===== src/rtl/combination_lock_cracker_if.sv =====
// Handshake and result bundle between the lock cracker sequencer and its dials/consumer.
// The master side is the sequencer; the slave side drives control and the muxed dial flag.
interface combination_lock_cracker_if #(
    parameter int unsigned NUM_DIGITS = 4
);
    logic                    start;
    logic                    abort;
    logic                    digit_found_flag;
    logic [3:0]              combination_digit_guess;
    logic [2:0]              digit_index;
    logic [4*NUM_DIGITS-1:0] cracked_code;
    logic                    busy;
    logic                    done;
    logic                    fail;
    logic [7:0]              attempt_count;

    modport master (
        input  start,
        input  abort,
        input  digit_found_flag,
        output combination_digit_guess,
        output digit_index,
        output cracked_code,
        output busy,
        output done,
        output fail,
        output attempt_count
    );

    modport slave (
        output start,
        output abort,
        output digit_found_flag,
        input  combination_digit_guess,
        input  digit_index,
        input  cracked_code,
        input  busy,
        input  done,
        input  fail,
        input  attempt_count
    );
endinterface


===== src/rtl/combination_lock_cracker.sv =====
// Sweeps a guess per position, holds it for a fixed dwell, samples the dial flag on the
// last dwell cycle and assembles the recovered combination.
module combination_lock_cracker #(
    parameter int unsigned NUM_DIGITS   = 4,
    parameter int unsigned DWELL_CYCLES = 4,
    parameter int unsigned DIGIT_MAX    = 9
) (
    input logic                        clk,
    input logic                        rst,
    combination_lock_cracker_if.master bus
);
    localparam int unsigned DW = (DWELL_CYCLES > 1) ? $clog2(DWELL_CYCLES) : 1;
    localparam logic [DW-1:0] DWELL_LAST = DW'(DWELL_CYCLES - 1);
    localparam logic [2:0]    LAST_IDX   = 3'(NUM_DIGITS - 1);
    localparam logic [3:0]    GUESS_MAX  = 4'(DIGIT_MAX);

    typedef enum logic [1:0] {StIdle, StSweep, StDone, StFail} state_e;

    state_e                  state_q;
    logic [DW-1:0]           dwell_q;
    logic [3:0]              guess_q;
    logic [2:0]              idx_q;
    logic [4*NUM_DIGITS-1:0] code_q;
    logic                    busy_q;
    logic                    done_q;
    logic                    fail_q;
    logic [7:0]              attempt_q;

    always_ff @(posedge clk) begin
        if (rst) begin
            state_q   <= StIdle;
            dwell_q   <= '0;
            guess_q   <= '0;
            idx_q     <= '0;
            code_q    <= '0;
            busy_q    <= 1'b0;
            done_q    <= 1'b0;
            fail_q    <= 1'b0;
            attempt_q <= '0;
        end else begin
            unique case (state_q)
                StSweep: begin
                    // Abort takes priority over a coincident sample edge.
                    if (bus.abort) begin
                        state_q <= StIdle;
                        busy_q  <= 1'b0;
                        guess_q <= '0;
                        idx_q   <= '0;
                        dwell_q <= '0;
                    end else if (dwell_q == DWELL_LAST) begin
                        dwell_q <= '0;
                        if (attempt_q != 8'hff) begin
                            attempt_q <= attempt_q + 8'd1;
                        end
                        if (bus.digit_found_flag) begin
                            code_q[{idx_q, 2'b00} +: 4] <= guess_q;
                            if (idx_q == LAST_IDX) begin
                                state_q <= StDone;
                                busy_q  <= 1'b0;
                                done_q  <= 1'b1;
                            end else begin
                                idx_q   <= idx_q + 3'd1;
                                guess_q <= '0;
                            end
                        end else if (guess_q == GUESS_MAX) begin
                            state_q <= StFail;
                            busy_q  <= 1'b0;
                            fail_q  <= 1'b1;
                        end else begin
                            guess_q <= guess_q + 4'd1;
                        end
                    end else begin
                        dwell_q <= dwell_q + DW'(1);
                    end
                end
                default: begin
                    if (bus.start) begin
                        state_q   <= StSweep;
                        busy_q    <= 1'b1;
                        guess_q   <= '0;
                        idx_q     <= '0;
                        dwell_q   <= '0;
                        code_q    <= '0;
                        attempt_q <= '0;
                        done_q    <= 1'b0;
                        fail_q    <= 1'b0;
                    end
                end
            endcase
        end
    end

    assign bus.combination_digit_guess = guess_q;
    assign bus.digit_index             = idx_q;
    assign bus.cracked_code            = code_q;
    assign bus.busy                    = busy_q;
    assign bus.done                    = done_q;
    assign bus.fail                    = fail_q;
    assign bus.attempt_count           = attempt_q;
endmodule


===== src/flat_wrapper.sv =====
// flat-port wrapper written by rule: the top's interface ports become plain ports
module combination_lock_cracker_flat 
#(
    parameter int unsigned NUM_DIGITS   = 4,
    parameter int unsigned DWELL_CYCLES = 4,
    parameter int unsigned DIGIT_MAX    = 9
)
  (clk, rst, bus_start, bus_abort, bus_digit_found_flag, bus_combination_digit_guess, bus_digit_index, bus_cracked_code, bus_busy, bus_done, bus_fail, bus_attempt_count);
  combination_lock_cracker_if #(.NUM_DIGITS(NUM_DIGITS)) bus_i ();
  input logic clk;
  input logic rst;
  input wire logic [$bits(bus_i.start)-1:0] bus_start;
  input wire logic [$bits(bus_i.abort)-1:0] bus_abort;
  input wire logic [$bits(bus_i.digit_found_flag)-1:0] bus_digit_found_flag;
  output wire logic [$bits(bus_i.combination_digit_guess)-1:0] bus_combination_digit_guess;
  output wire logic [$bits(bus_i.digit_index)-1:0] bus_digit_index;
  output wire logic [$bits(bus_i.cracked_code)-1:0] bus_cracked_code;
  output wire logic [$bits(bus_i.busy)-1:0] bus_busy;
  output wire logic [$bits(bus_i.done)-1:0] bus_done;
  output wire logic [$bits(bus_i.fail)-1:0] bus_fail;
  output wire logic [$bits(bus_i.attempt_count)-1:0] bus_attempt_count;
  assign bus_i.start = bus_start;
  assign bus_i.abort = bus_abort;
  assign bus_i.digit_found_flag = bus_digit_found_flag;
  assign bus_combination_digit_guess = bus_i.combination_digit_guess;
  assign bus_digit_index = bus_i.digit_index;
  assign bus_cracked_code = bus_i.cracked_code;
  assign bus_busy = bus_i.busy;
  assign bus_done = bus_i.done;
  assign bus_fail = bus_i.fail;
  assign bus_attempt_count = bus_i.attempt_count;
  combination_lock_cracker #(.NUM_DIGITS(NUM_DIGITS), .DWELL_CYCLES(DWELL_CYCLES), .DIGIT_MAX(DIGIT_MAX)) u_core (.clk(clk), .rst(rst), .bus(bus_i));
endmodule

===== config.mk =====
export PLATFORM = sky130hd
export DESIGN_NAME = combination_lock_cracker_flat
export DESIGN_NICKNAME = d
export VERILOG_FILES = /design/src/rtl/combination_lock_cracker_if.sv /design/src/rtl/combination_lock_cracker.sv /design/src/flat_wrapper.sv
export SDC_FILE = /design/constraint.sdc
export NUM_CORES = 1
export LEC_CHECK = 0
export ABC_AREA = 1
export BUFFER_PORTS_ARGS = -buffer_cell sky130_fd_sc_hd__buf_2
export CAP_MARGIN = 20
export CORE_MARGIN = 8
export CORE_UTILIZATION = 53
export CTS_CLUSTER_DIAMETER = 50
export DETAILED_ROUTE_END_ITERATION = 12
export GPL_ROUTABILITY_DRIVEN = 1
export PLACE_DENSITY_LB_ADDON = 0.1
export REMOVE_ABC_BUFFERS = 1
export SLEW_MARGIN = 20
export SYNTH_ARGS = -nofsm -noshare
export SYNTH_HDL_FRONTEND = slang
export SYNTH_SLANG_ARGS = --single-unit

===== constraint.sdc =====
create_clock -name clk -period 2.7 [get_ports clk]
set_clock_uncertainty 0.15 [all_clocks]
set_input_delay 0.54 -clock clk [delete_from_list [all_inputs] [get_ports clk]]
set_output_delay 0.54 -clock clk [all_outputs]
set_load 0.02 [all_outputs]

== After elaboration in Yosys (flattened, before gate mapping) ==
Index checks and enable logic that the tools add are counted.
Storage, ports and cells
  bits in registers: 38
  input bits: 5
  output and inout bits: 34
  word-level logic and storage cells: 96
Cells by class
  add/subtract/negate cells: 5
  equal/unequal tests: 19
  shift-type cells: 2
  multiplexer cells: 53
  reductions and logical operators: 8
Operators with widths (count)
  $mux 16: 5
  $mux 8: 5
  $mux 4: 7
  $mux 2: 11
  $reduce_and 4->1: 5
  $mux 1: 18
  $mux 3: 6
  $bwmux 16: 1
  $shift 4x7->16 const A: 1
  $shiftx 4x7->16: 1
  $reduce_and 5->1: 2
  $add 8x1->8 const B: 1
  $ne 2x1->1 const B: 4
  $ne 4x3->1 const B: 2
  $ne 4x4->1 const B: 2
  $ne 8x8->1 const B: 1
  $neg 5->7: 1
  $ne 2x2->1 const B: 3
  $ne 3x3->1 const B: 2
  $add 4x1->4 const B: 1
  $eq 4x4->1 const B: 1
  $add 3x1->3 const B: 1
  $eq 3x2->1 const B: 1
  $ne 3x2->1 const B: 1
  4 further kinds: 4

== Depth between registers and ports, before layout ==
Gate-level depths: netlist of the first run.
  depth in word-level cells: 7
  gate-level depth with buffers: 9
  gate-level depth less buffers: 9

== Least setup slack after synthesis of the first run ==
OpenSTA, ideal clock, no wires.
  kind: reg-to-reg
  start point: register u_core.idx_q[0] (netlist: u_core.bus.digit_index[0])
  end point: register u_core.code_q[0] (netlist: u_core.bus.cracked_code[0])
  arrival: 1.819 ns
  slack: 0.599 ns
  stages on the path, launching flop included: 10
  buffers on the path: 0
  clock period less this slack: 2.101 ns
  path through: dfxtp_1 -> inv_1 -> ha_1 -> ha_1 -> nor2_1 -> nand2_1 -> nor2_1 -> o21ai_2 -> nand2_1 -> a21oi_1
On the way
  cells in the longest elaborated chain, start to end: 7
  elaborated cells between the ends (all ways): 8
  those cells by class: 1 x add/sub; 2 x shift; 5 x mux
Ends and longest elaborated chain
  start, declared: RTL line combination_lock_cracker.sv:22  | logic [2:0] idx_q;
  start signal, assigned: RTL line combination_lock_cracker.sv:62  | idx_q <= idx_q + 3'd1;
  $neg 5->7 *: RTL line combination_lock_cracker.sv:56  | code_q[{idx_q, 2'b00} +: 4] <= guess_q;
  $shiftx 4x7->16 / $shift 4x7->16 (equally long branches): RTL line combination_lock_cracker.sv:56
  $bwmux 16 *: RTL line combination_lock_cracker.sv:56
  $mux 16 *: RTL line combination_lock_cracker.sv:55  | if (bus.digit_found_flag) begin
  $mux 16 *: RTL line combination_lock_cracker.sv:50  | end else if (dwell_q == DWELL_LAST) begin
  $mux 16 *: RTL line combination_lock_cracker.sv:44  | if (bus.abort) begin
  $mux 16 *: RTL line combination_lock_cracker.sv:41  | unique case (state_q)
  end signal, assigned by index: RTL line combination_lock_cracker.sv:56
  end, declared: RTL line combination_lock_cracker.sv:23  | logic [4*NUM_DIGITS-1:0] code_q;
Every way passes the cells marked *; elsewhere a longest branch is shown, timed or not. The select of a mux whose other input is x is not followed.
A chain may end at the register's enable or synchronous reset.

== Worst setup path after layout of the first run ==
  start point: register u_core.idx_q[0] (netlist: u_core.bus.digit_index[0])
  end point: register u_core.code_q[3] (netlist: u_core.bus.cracked_code[3])
The elaborated chain is that of the path after synthesis.

==> impl_summary.log, run 1 <==
INFO  metric routabilityCongestion = 0.916
INFO  metric crit-reg2reg-launch = u_core.bus.digit_index[0]
INFO  metric final_util = 61.4%
INFO  metric worst_hold_path_type = flip-flop to flip-flop
INFO  metric final_non_filler_cell_total = 402
INFO  metric worstMarginPinSlew = around 500 ps
INFO  metric design.die.area = around 6200 sq um
INFO  metric initial_utilization = about 54%
INFO  metric insertedDiodeCount = 0
INFO  metric yosys-top-cells-area = dfxtp_1 36%, nand2_1 16%, a21oi_1 8.1%, nor2_1 7.9%, ha_1 6.0%
INFO  metric remaining_drc_errors = 0
INFO  metric wl = slightly above 5000 um
INFO  metric fillers = around 380
INFO  metric final-setup-viol-count = 0
INFO  metric min_period_over_period = 79.6%
INFO  metric grt_max_degree = 27
INFO  metric dp_slack = approximately 560 ps
INFO  metric vdd_drop_max = ~0.56 mV
INFO  metric yosys_register_bits = 38
INFO  metric grt_setup_unrepaired = false
INFO  metric route.detailed.vias_per_inst = between 5 and 6
INFO  metric num_vias = 2048
INFO  metric final_layout_size_suffix_gt1_share = 16.8%
INFO  metric area_of_the_core = slightly below 4000 sq um
INFO  metric area_growth_syn_to_layout = 14.3%
INFO  metric wl_per_cell = approximately 13 um
INFO  metric hold_start = u_core.bus.cracked_code[0]
INFO  metric worstRegToRegCells = 9
INFO  metric clock_tree.buffer_depth = 2
INFO  metric rrSetupSlack = 550 ps
INFO  metric totalNegativeSetupSlack = 0 ps
INFO  metric global_route_wire_length_before_repair = about 8600 um
INFO  metric r2r-end = u_core.bus.cracked_code[3]
INFO  metric crit_path_cell_trace = inv_1 > ha_1 > ha_1 > nor2_1 > nand2_1 > nor2_1 > o21ai_2 > nand2_1 > a21oi_1
INFO  metric grt_remaining_overflow = 0
INFO  metric cts_tree = built
INFO  metric post_synth.cell_area_avg = between 6 and 7 sq um
INFO  metric max_slew_margin = 66.2%
INFO  metric die_width = around 80 um
INFO  metric timing.final.max_slew_violations = 0
INFO  metric power_leakage = approximately 1.0 nW
INFO  metric globalRouteTotalUtil = around 17%
INFO  metric total_clock_sinks = 38
INFO  metric worst-endpoint-required = roughly 2700 ps
INFO  metric worstPathBufferInverterCount = 1
INFO  metric synthesis.area = approximately 2100 sq um
INFO  metric root_buf_cell = clkbuf_8
INFO  metric power.density_cell_area = around 810 nW/um^2
INFO  metric cts.reportedPaths.clkPinSlew = approximately 70 ps
INFO  metric timing.hold.worst_endpoint = u_core.bus.cracked_code[0]
INFO  metric detailedPlacementHpwl = between 3000 and 4000 um
INFO  metric die-height = slightly below 80 um
INFO  metric rows = 23
INFO  metric synth_seq_area_share = between 30% and 40%
INFO  metric pin_count = 39
INFO  metric antenna_found_initial = 0
INFO  metric cp-end-kind = flip-flop
INFO  metric worst_hold_path.num_cells = 2
INFO  metric number_of_global_route_vias_before_repair = ~1900
INFO  metric run_status = completed
INFO  metric final_hold_viol_count = 0
INFO  metric critical_path.slowest_cell = dfxtp_1
INFO  metric cap_violations = 0
INFO  metric min_period = ~2100 ps
INFO  metric finish.net_count = about 370
INFO  metric drtPass1Iterations = 4
INFO  metric ctsHtreeMaxLevel = 2
INFO  metric synth.largest_area_cell = dfxtp_1
INFO  metric syn_inst = ~310
INFO  metric fin_ws = 551 ps
INFO  metric arrival = between 2000 and 2500 ps
INFO  metric max_freq = about 0.47 GHz
INFO  metric cts_hold_buf = 0
INFO  metric critical_path.startpoint_type = flip-flop
INFO  metric final_antenna_net_count = 0
INFO  metric portBuffers = 38
INFO  metric critical_path.max_stage_delay = approximately 470 ps
INFO  metric yosys.area.top_type_share = 36.4%
INFO  metric cpLargestDelayFamily = adder cells
INFO  metric yosys_warnings = 0
INFO  metric timing.setup.critical_path_class = flip-flop to flip-flop
INFO  metric placed_cells = between 300 and 400
INFO  metric postCtsSetupBuffers = 0
INFO  metric postCtsResizedCells = 0
INFO  metric worstPathMaxFanout = 9
INFO  metric netlist-cell-type-count = 30
INFO  metric clock_latency_on_the_worst_skew_pair = about 290 ps
INFO  metric inserted_clock_buffers = 5
INFO  metric drc_violation_total_after_the_first_tritonroute_iteration = about 110
[report_power, final]
part	total, mW	switching, mW	internal (mW)
Clock	0.362	0.184	0.178
Sequential	0.710	0.0746	0.635
Combinational	0.871	0.604	0.267
[final cells by class]
type                            count  area, sq um  share of cell area [%]
Multi-Input combinational cell    237         1170                    48.8
Sequential cell                    38          761                    31.9
Timing Repair Buffer               41          213                    8.91
Inverter                           29          109                    4.56
Clock buffer                        7         76.3                    3.20
Tap cell                           50         62.6                    2.62
[stage by stage]
step,hold WS (ps),instance area (sq um),power (mW)
floorplan,291,2040,1.34
global placement,297,2310,1.58
detailed placement,298,2310,1.59
CTS,309,2390,1.95
global route,331,2390,2.11
finish,307,2390,1.94
[layout by cell type, fill, tap and decap left out]
master / count
buf_4: 3
ha_1: 10
nand2_2: 5
a21oi_1: 34
nor3_1: 7
nand3b_2: 1
buf_2: 38
nand3_1: 19
nand4_1: 3
a211oi_1: 1
or2_4: 1
clkbuf_1: 2
clkbuf_8: 5
xor2_1: 1
o21ai_1: 4
nor3b_1: 1
nor2_2: 1
a21boi_1: 1
or2_2: 1
nand3b_1: 4
nand2_1: 87
inv_2: 1
o211ai_1: 1
inv_1: 28
xnor2_1: 1
nor2_1: 44
nor2_4: 1
dfxtp_1: 38
o21ai_2: 2
a32o_1: 1
o21ai_0: 6
[tightest hold or removal path, stage by stage (launching register included)]
cell	delay (ps)
dfxtp_1	310
nand2_1	60
a21oi_1	50
[synthesized netlist by cell type]
cell,instances
nor2_1,44
nor3_1,7
xnor2_1,1
or2_2,1
nand2_2,5
xor2_1,1
or2_4,1
inv_1,28
o211ai_1,1
a32o_1,1
nand4_1,3
inv_2,1
buf_6,3
ha_1,10
a21oi_1,34
a211oi_1,1
dfxtp_1,38
a21boi_1,1
nand3b_1,4
o21ai_1,4
buf_4,1
clkbuf_1,3
nand3b_2,1
nand2_1,87
nor2_4,1
nor2_2,1
nor3b_1,1
o21ai_2,2
o21ai_0,6
nand3_1,19
[state kept, by name, summed over array words and instances (netlist names)]
register / count
u_core.bus.attempt_count: 8
u_core.bus.busy: 1
u_core.dwell_q: 2
u_core.bus.cracked_code: 16
u_core.state_q: 2
u_core.bus.done: 1
u_core.bus.combination_digit_guess: 4
u_core.bus.digit_index: 3
u_core.bus.fail: 1
[how the worst max path moves through the flow]
stage / start / cells after the start / end / slack (ps)
final: u_core.bus.digit_index[0] / 9 / u_core.bus.cracked_code[3] / 550
after floorplan: u_core.bus.digit_index[0] / 9 / u_core.bus.cracked_code[0] / 590
after detailed placement: u_core.bus.digit_index[0] / 9 / u_core.bus.cracked_code[3] / 560
after global placement: u_core.bus.digit_index[0] / 9 / u_core.bus.cracked_code[0] / 610
after CTS: u_core.bus.digit_index[0] / 9 / u_core.bus.cracked_code[3] / 550
after global routing: u_core.bus.digit_index[0] / 8 / u_core.bus.cracked_code[2] / 380
[routing by layer]
metal | GRT usage [%] | share of wire, % | vias up | routed length (um)
li1 | - | - | 1090 | -
met1 | 21.1 | 48 | 916 | 2430
met2 | 27.0 | 46 | 38 | 2320
met3 | 4.40 | 4.8 | 4 | 243
met4 | 5.93 | 1.2 | 0 | 59
met5 | 0 | 0 | - | 0
[cell families after synthesis]
family | after synthesis | synth area share (%)
flops | 38 | 36.4
xor+xnor | 2 | 0.839
compound gates | 50 | 12.9
fa+ha+maj | 10 | 5.99
simple gates | 175 | 36.1
buf+inv | 36 | 7.73
Note: power is estimated with default switching activity, not from simulation.
==> run 2, diff against run 1 <==
CORE_UTILIZATION = 50   (was 53)
clock period = 1.7 ns   (was 2.7 ns; I/O delays follow)
==> run 2 against run 1 <==
  * The flow now finishes with violations (setup timing)
  * Fmax rose by 25%
  * Largest power group unchanged
  * Final cell count up 6.7%
  * Register-to-register slack got worse by 560 ps
  * Hold slack worse by 110 ps
  * Non-clock buffer count rose by 26
==> impl_summary.log, run 2 (synthesized netlist as in run 1, its figures left out) <==
INFO  metric portBuffers = 38 (unchanged)
INFO  metric clock_tree.buffer_depth = 2 (unchanged)
INFO  metric arrival = 1750 ps (-420 ps)
INFO  metric total_clock_sinks = 38 (unchanged)
INFO  metric die_width = 80.6 um (+2.4%)
INFO  metric num_vias = 2251 (+9.9%)
INFO  metric cts.reportedPaths.clkPinSlew = 80 ps (about the same)
INFO  metric number_of_global_route_vias_before_repair = 2111 (+12%)
INFO  metric worst_hold_path_type = primary input to flip-flop
INFO  metric timing.setup.critical_path_class = flip-flop to flip-flop
INFO  metric commonest_non_fill_non_tap_cell_in_the_layout = nand2_1
INFO  metric grt_max_degree = 21 (-22%)
INFO  metric seq_power_share = 27.8% (-8.8 points)
INFO  metric crit_path_cell_trace = buf_4 > ha_2 > ha_4 > o211ai_1 > buf_4 > a21oi_1 > a21boi_1
INFO  metric die-height = 80.6 um (+2.4%)
INFO  metric wl_per_cell = 13.4 um (+6.9%)
INFO  metric dp_slack = -87.9 ps (-651 ps)
INFO  metric cts_hold_buf = 0 (unchanged)
INFO  metric routabilityCongestion = 0.966 (+5.4%)
INFO  metric ctsHtreeMaxLevel = 2 (unchanged)
INFO  metric run_status = complete, but fails checks
INFO  metric worst-endpoint-required = 1740 ps (-980 ps)
INFO  metric grt_remaining_overflow = 0 (unchanged)
INFO  metric worstPathBufferInverterCount = 2 (+1)
INFO  metric worstPathMaxFanout = 3 (-6)
INFO  metric clock_latency_on_the_worst_skew_pair = 290 ps (about the same)
INFO  metric worstMarginPinSlew = 423 ps (-82.3 ps)
INFO  metric detailedPlacementHpwl = 4090 um (+9.8%)
INFO  metric final_non_filler_cell_total = 429 (+6.7%)
INFO  metric min_period_over_period = 101% (+21 points)
INFO  metric fin_ws = -13.6 ps (-564 ps)
INFO  metric power_leakage = 1.24 nW (+19%)
INFO  metric crit-reg2reg-launch = u_core.bus.digit_index[0]
INFO  metric cp_common_cell = buf_4
INFO  metric cpLargestDelayFamily = compound AO/OA/AOI/OAI gates
INFO  metric wl = 5760 um (+14%)
INFO  metric initial_utilization = 52.2% (-1.5 points)
INFO  metric power_frac_comb = 53.6% (+8.8 points)
INFO  metric worst_hold_path.num_cells = 3 (+1)
INFO  metric totalNegativeSetupSlack = -13.6 ps (-13.6 ps)
INFO  metric root_buf_cell = clkbuf_8
INFO  metric timing.hold.worst_endpoint = u_core.bus.busy
INFO  metric final-setup-viol-count = 1 (+1)
INFO  metric max_slew_margin = 71.7% (+5.5 points)
INFO  metric area_growth_syn_to_layout = 35.1%
INFO  metric grt_setup_unrepaired = true
INFO  metric largest_register_ff_count = 16 (unchanged)
INFO  metric critical_path.slowest_cell = dfxtp_2
INFO  metric cp-end-kind = flip-flop
INFO  metric final_hold_viol_count = 0 (unchanged)
INFO  metric route.detailed.vias_per_inst = 5.25 (+3.0%)
INFO  metric placed_cells = 418 (+5.8%)
INFO  metric r2r-end = u_core.bus.combination_digit_guess[0]
INFO  metric critical_path.max_stage_delay = 330 ps (-140 ps)
INFO  metric finish.net_count = 393 (+7.1%)
INFO  metric vdd_drop_max = 0.841 mV (+50%)
INFO  metric pin_count = 39 (unchanged)
INFO  metric final_layout_size_suffix_gt1_share = 31.4% (+15 points)
INFO  metric antenna_found_initial = 0 (unchanged)
INFO  metric globalRouteTotalUtil = 17.9% (+1.1 points)
INFO  metric rows = 23 (unchanged)
INFO  metric most_frequent_cells_in_the_layout = 83 x nand2_1, 38 x nor2_1, 38 x buf_2, 35 x dfxtp_1, 30 x a21oi_1
INFO  metric timing.final.max_slew_violations = 0 (unchanged)
INFO  metric rrSetupSlack = -10 ps (-560 ps)
INFO  metric inserted_clock_buffers = 5 (unchanged)
INFO  metric global_route_wire_length_before_repair = 9370 um (+9.0%)
INFO  metric cap_violations = 0 (unchanged)
INFO  metric min_period = 1710 ps (-436 ps)
INFO  metric power.density_cell_area = 1400 nW/um^2 (+72%)
INFO  metric final_antenna_net_count = 0 (unchanged)
INFO  metric hold_start = bus_start
INFO  metric drc_violation_total_after_the_first_tritonroute_iteration = 163 (+46%)
INFO  metric design.die.area = 6500 sq um (+4.8%)
INFO  metric pwr-share-clk = 18.6% (about the same)
INFO  metric drtPass1Iterations = 4 (unchanged)
INFO  metric critical_path.startpoint_type = flip-flop
INFO  metric insertedDiodeCount = 0 (unchanged)
INFO  metric switching_share = 42.3% (-2.1 points)
INFO  metric violated_checks = setup timing
INFO  metric netSwitchingPower = 1.67 mW (+93%)
INFO  metric max_freq = 0.584 GHz (+25%)
INFO  metric worstRegToRegCells = 7 (-2)
INFO  metric final_util = 70.5% (+9.1 points)
INFO  metric cts_tree = built
INFO  metric p_int = 2.27 mW (+110%)
INFO  metric timing.hold.ws = 199 ps (-108 ps)
INFO  metric remaining_drc_errors = 0 (unchanged)
INFO  metric area_of_the_core = 4000 sq um (+3.0%)
-- run 2: cell count changes in the layout (fill, tap and decap cells not counted), sizes merged --
cell / delta
buf: +25
clkbuf: +2
-- run 2: worst reg2reg max path, stage by stage, from the launching register on --
cell and delay (ps):
dfxtp_2 330, buf_4 130, ha_2 200, ha_4 170, o211ai_1 250, buf_4 170, a21oi_1 80, a21boi_1 140
-- run 2: through the flow --
| stage | instance area [sq um] | power, mW |
|---|---|---|
| after floorplan | 2040 | 2.13 |
| after global placement | 2500 | 2.74 |
| after detailed placement | 2500 | 2.77 |
| after CTS | 2660 | 3.61 |
| after global routing | 2820 | 4.19 |
| final | 2820 | 3.94 |
-- run 2: how the worst max path moves through the flow --
stage | cells after the start | slack [ps] | end | start
floorplan | 9 | -410 | u_core.bus.cracked_code[0] | u_core.bus.digit_index[0]
global placement | 10 | -30 | u_core.bus.cracked_code[3] | u_core.bus.digit_index[1]
detailed placement | 10 | -90 | u_core.bus.cracked_code[2] | u_core.bus.digit_index[1]
CTS | 7 | -3 | u_core.bus.digit_index[2] | u_core.bus.digit_index[0]
global route | 7 | -80 | u_core.bus.combination_digit_guess[0] | u_core.bus.digit_index[0]
finish | 7 | -10 | u_core.bus.combination_digit_guess[0] | u_core.bus.digit_index[0]
-- run 2: timing repair --
| item | CTS | global route |
|---|---|---|
| setup endpoints to repair | 23 | 31 |
| gates cloned | 0 | 1 |
| endpoints found under the hold margin | 0 | 0 |
| setup buffers | 0 | 3 |
| pin swaps | 3 | 14 |
| gates resized for setup | 12 | 33 |
-- run 2: final cells by class --
cell class	count	area [sq um]
clock buffers	8	110
well taps	50	62.6
multi-input cells	237	1320
inverters	29	109
flip-flops and latches	38	764
fillers	363	1180
repair buffers	67	450
-- run 2: layer usage --
layer  wire [um]  up-vias  GRT usage [%]  share of wire [%]
met5           0        -              0                  0
met4         125        0           8.91                2.2
met3         375        9           3.35                6.5
met2        2830       84           29.2                 49
met1        2440     1018           21.8                 42
li1            -     1140              -                  -
-- run 2: power groups by stage --
stage	registers (mW)	logic, mW	clock network [mW]
after floorplan	1.24	0.886	0
after global placement	1.10	1.65	0
after detailed placement	1.10	1.67	0
after CTS	1.09	1.78	0.743
after global routing	1.11	2.29	0.789
final	1.10	2.11	0.731
==> run 3, diff against run 2 <==
TNS_END_PERCENT = 1   (was default)
==> run 3 against run 2 <==
  * Critical path depth did not move
  * Critical path type unchanged
  * Combinational power fell by 2%
  * Die area did not move
  * Power fell by 1.2%
  * First-iteration DRC count fell by 27%
  * Hold slack improved by 6.7 ps
  * The run still ends with setup timing left
  * Sequential power barely moved
  * Via count fell by 0.31%
  * Critical endpoint is now u_core.bus.digit_index[1]
  * Clock-buffer cell count did not move
==> impl_summary.log, run 3 (synthesized netlist as in run 1, its figures left out) <==
INFO  metric remaining_drc_errors = 0 (unchanged)
INFO  metric wl = 5720 um (-0.82%)
INFO  metric cts_tree = built
INFO  metric placed_cell_area = 2500 sq um (unchanged)
INFO  metric number_of_global_route_vias_before_repair = 2114 (+0.14%)
INFO  metric root_buf_cell = clkbuf_8
INFO  metric cts_hold_buf = 0 (unchanged)
INFO  metric route.detailed.vias_per_inst = 5.22 (-0.54%)
INFO  metric area_growth_syn_to_layout = 34.2%
INFO  metric routabilityCongestion = 0.966 (unchanged)
INFO  metric inserted_clock_buffers = 5 (unchanged)
INFO  metric placed_cells = 418 (unchanged)
INFO  metric commonest_non_fill_non_tap_cell_in_the_layout = nand2_1
INFO  metric cp_common_cell = buf_4
INFO  metric worstPathMaxFanout = 3 (unchanged)
INFO  metric max_freq = 0.580 GHz (-0.63%)
INFO  metric critical_path.startpoint_type = flip-flop
INFO  metric worstMarginPinSlew = 404 ps (-18.1 ps)
INFO  metric detailedPlacementHpwl = 4090 um (unchanged)
INFO  metric globalRouteTotalUtil = 17.9% (+0.046 points)
INFO  metric largest_register_ff_count = 16 (unchanged)
INFO  metric dp_slack = -87.9 ps (unchanged)
INFO  metric area_of_the_core = 4000 sq um (unchanged)
INFO  metric final-setup-viol-count = 2 (+1)
INFO  metric design.die.area = 6500 sq um (unchanged)
INFO  metric global_route_wire_length_before_repair = 9390 um (+0.21%)
INFO  metric seq_power_share = 28.0% (+0.2 points)
INFO  metric drtPass1Iterations = 4 (unchanged)
INFO  metric critical_path.slowest_cell = dfxtp_2
INFO  metric cap_violations = 0 (unchanged)
INFO  metric final_non_filler_cell_total = 430 (+0.23%)
INFO  metric min_period = 1720 ps (+10.9 ps)
INFO  metric die_width = 80.6 um (unchanged)
INFO  metric stdcell_area = 2800 sq um (-0.67%)
INFO  metric initial_utilization = 52.2% (unchanged)
INFO  metric post-layout-total-power = 3.89 mW (-1.2%)
INFO  metric antenna_found_initial = 0 (unchanged)
INFO  metric cp-end-kind = flip-flop
INFO  metric timing.final.max_slew_violations = 0 (unchanged)
INFO  metric hold_start = bus_start
INFO  metric max_slew_margin = 72.9% (+1.2 points)
INFO  metric crit-reg2reg-launch = u_core.bus.digit_index[0]
INFO  metric final_hold_viol_count = 0 (unchanged)
INFO  metric arrival = 1790 ps (+40 ps)
INFO  metric power_leakage = 1.23 nW (-0.55%)
INFO  metric worst-endpoint-required = 1760 ps (+20 ps)
INFO  metric timing.setup.critical_path_class = flip-flop to flip-flop
INFO  metric total_clock_sinks = 38 (unchanged)
INFO  metric run_status = complete, but fails checks
INFO  metric most_frequent_cells_in_the_layout = 83 x nand2_1, 39 x nor2_1, 38 x buf_2, 36 x dfxtp_1, 29 x a21oi_1
INFO  metric timing.hold.ws = 206 ps (+6.68 ps)
INFO  metric totalNegativeSetupSlack = -37.4 ps (-23.8 ps)
INFO  metric grt_max_degree = 21 (unchanged)
INFO  metric crit_path_cell_trace = buf_4 > ha_2 > ha_4 > o211ai_1 > buf_4 > a21oi_1 > nor3_1
INFO  metric startpoint = u_core.bus.digit_index[0]
INFO  metric final_layout_size_suffix_gt1_share = 30.5% (-0.87 points)
INFO  metric grt_setup_unrepaired = true
INFO  metric portBuffers = 38 (unchanged)
INFO  metric vdd_drop_max = 0.893 mV (+6.2%)
INFO  metric netSwitchingPower = 1.62 mW (-2.6%)
INFO  metric clock_tree.buffer_depth = 2 (unchanged)
INFO  metric grt_remaining_overflow = 0 (unchanged)
INFO  metric worst_hold_path_type = primary input to flip-flop
INFO  metric final_antenna_net_count = 0 (unchanged)
INFO  metric final_util = 70.0% (-0.47 points)
INFO  metric pwr-share-clk = 18.7% (about the same)
INFO  metric switching_share = 41.7% (-0.60 points)
INFO  metric die-height = 80.6 um (unchanged)
INFO  metric fin_ws = -24.5 ps (-10.9 ps)
INFO  metric clock_latency_on_the_worst_skew_pair = 290 ps (about the same)
INFO  metric critical_path.max_stage_delay = 330 ps (about the same)
INFO  metric cts.reportedPaths.clkPinSlew = 70 ps (about the same)
INFO  metric insertedDiodeCount = 0 (unchanged)
INFO  metric num_vias = 2244 (-0.31%)
INFO  metric ctsHtreeMaxLevel = 2 (unchanged)
INFO  metric power_frac_comb = 53.3% (-0.3 points)
INFO  metric power.density_cell_area = 1390 nW/um^2 (-0.57%)
INFO  metric p_int = 2.27 mW (-0.20%)
INFO  metric violated_checks = setup timing
INFO  metric min_period_over_period = 101% (+0.64 points)
INFO  metric rows = 23 (unchanged)
INFO  metric pin_count = 39 (unchanged)
INFO  metric finish.net_count = 394 (+0.25%)
INFO  metric wl_per_cell = 13.3 um (-1.0%)
INFO  metric drc_violation_total_after_the_first_tritonroute_iteration = 119 (-27%)
==> run 3: cell count changes in the layout (fill, tap and decap cells not counted), sizes merged <==
cell / before / now
buf: 66 / 67
==> run 3: critical path, delay by kind of cell, from the launching register on <==
| family | cells | cell delay [ps] |
|---|---|---|
| fa+ha+maj | 2 | 370 |
| flops | 1 | 330 |
| compound gates | 2 | 330 |
| buf+inv | 2 | 310 |
| simple gates | 1 | 160 |
==> run 3: final timing paths <==
kind / end / cells past startpoint / slack [ps]
max reg2reg: u_core.bus.digit_index[1] / 7 / -20
max: u_core.bus.digit_index[1] / 7 / -20
min: u_core.bus.busy / 3 / 210
min reg2reg: u_core.bus.cracked_code[7] / 2 / 310
==> run 3: final cells by class <==
type                            instances  area [sq um]
Multi-Input combinational cell        237          1300
Fill cell                             374          1200
Sequential cell                        38           763
Timing Repair Buffer                   68           458
Inverter                               29           109
Tap cell                               50          62.6
Clock buffer                            8           110
==> run 3: repair_timing <==
item	CTS	global route
endpoints found under the setup margin	23	32
pin swaps	3	13
buffers inserted	0	3
hold endpoints to repair	0	0
cloned	0	1
resized for setup	11	27
==> run 3: power groups by stage <==
stage	Clock, mW	Combinational (mW)	Sequential, mW
after floorplan	0	0.886	1.24
after global placement	0	1.65	1.10
after detailed placement	0	1.67	1.10
after CTS	0.743	1.77	1.08
after global routing	0.787	2.26	1.11
final	0.727	2.07	1.09
==> run 3: metal layers <==
metal | GRT usage, % | vias up | share of wire, %
met3 | 3.68 | 6 | 5.9
met4 | 8.55 | 0 | 1.0
met5 | 0 | - | 0
met2 | 29.4 | 64 | 50
met1 | 21.7 | 1036 | 43
li1 | - | 1138 | -
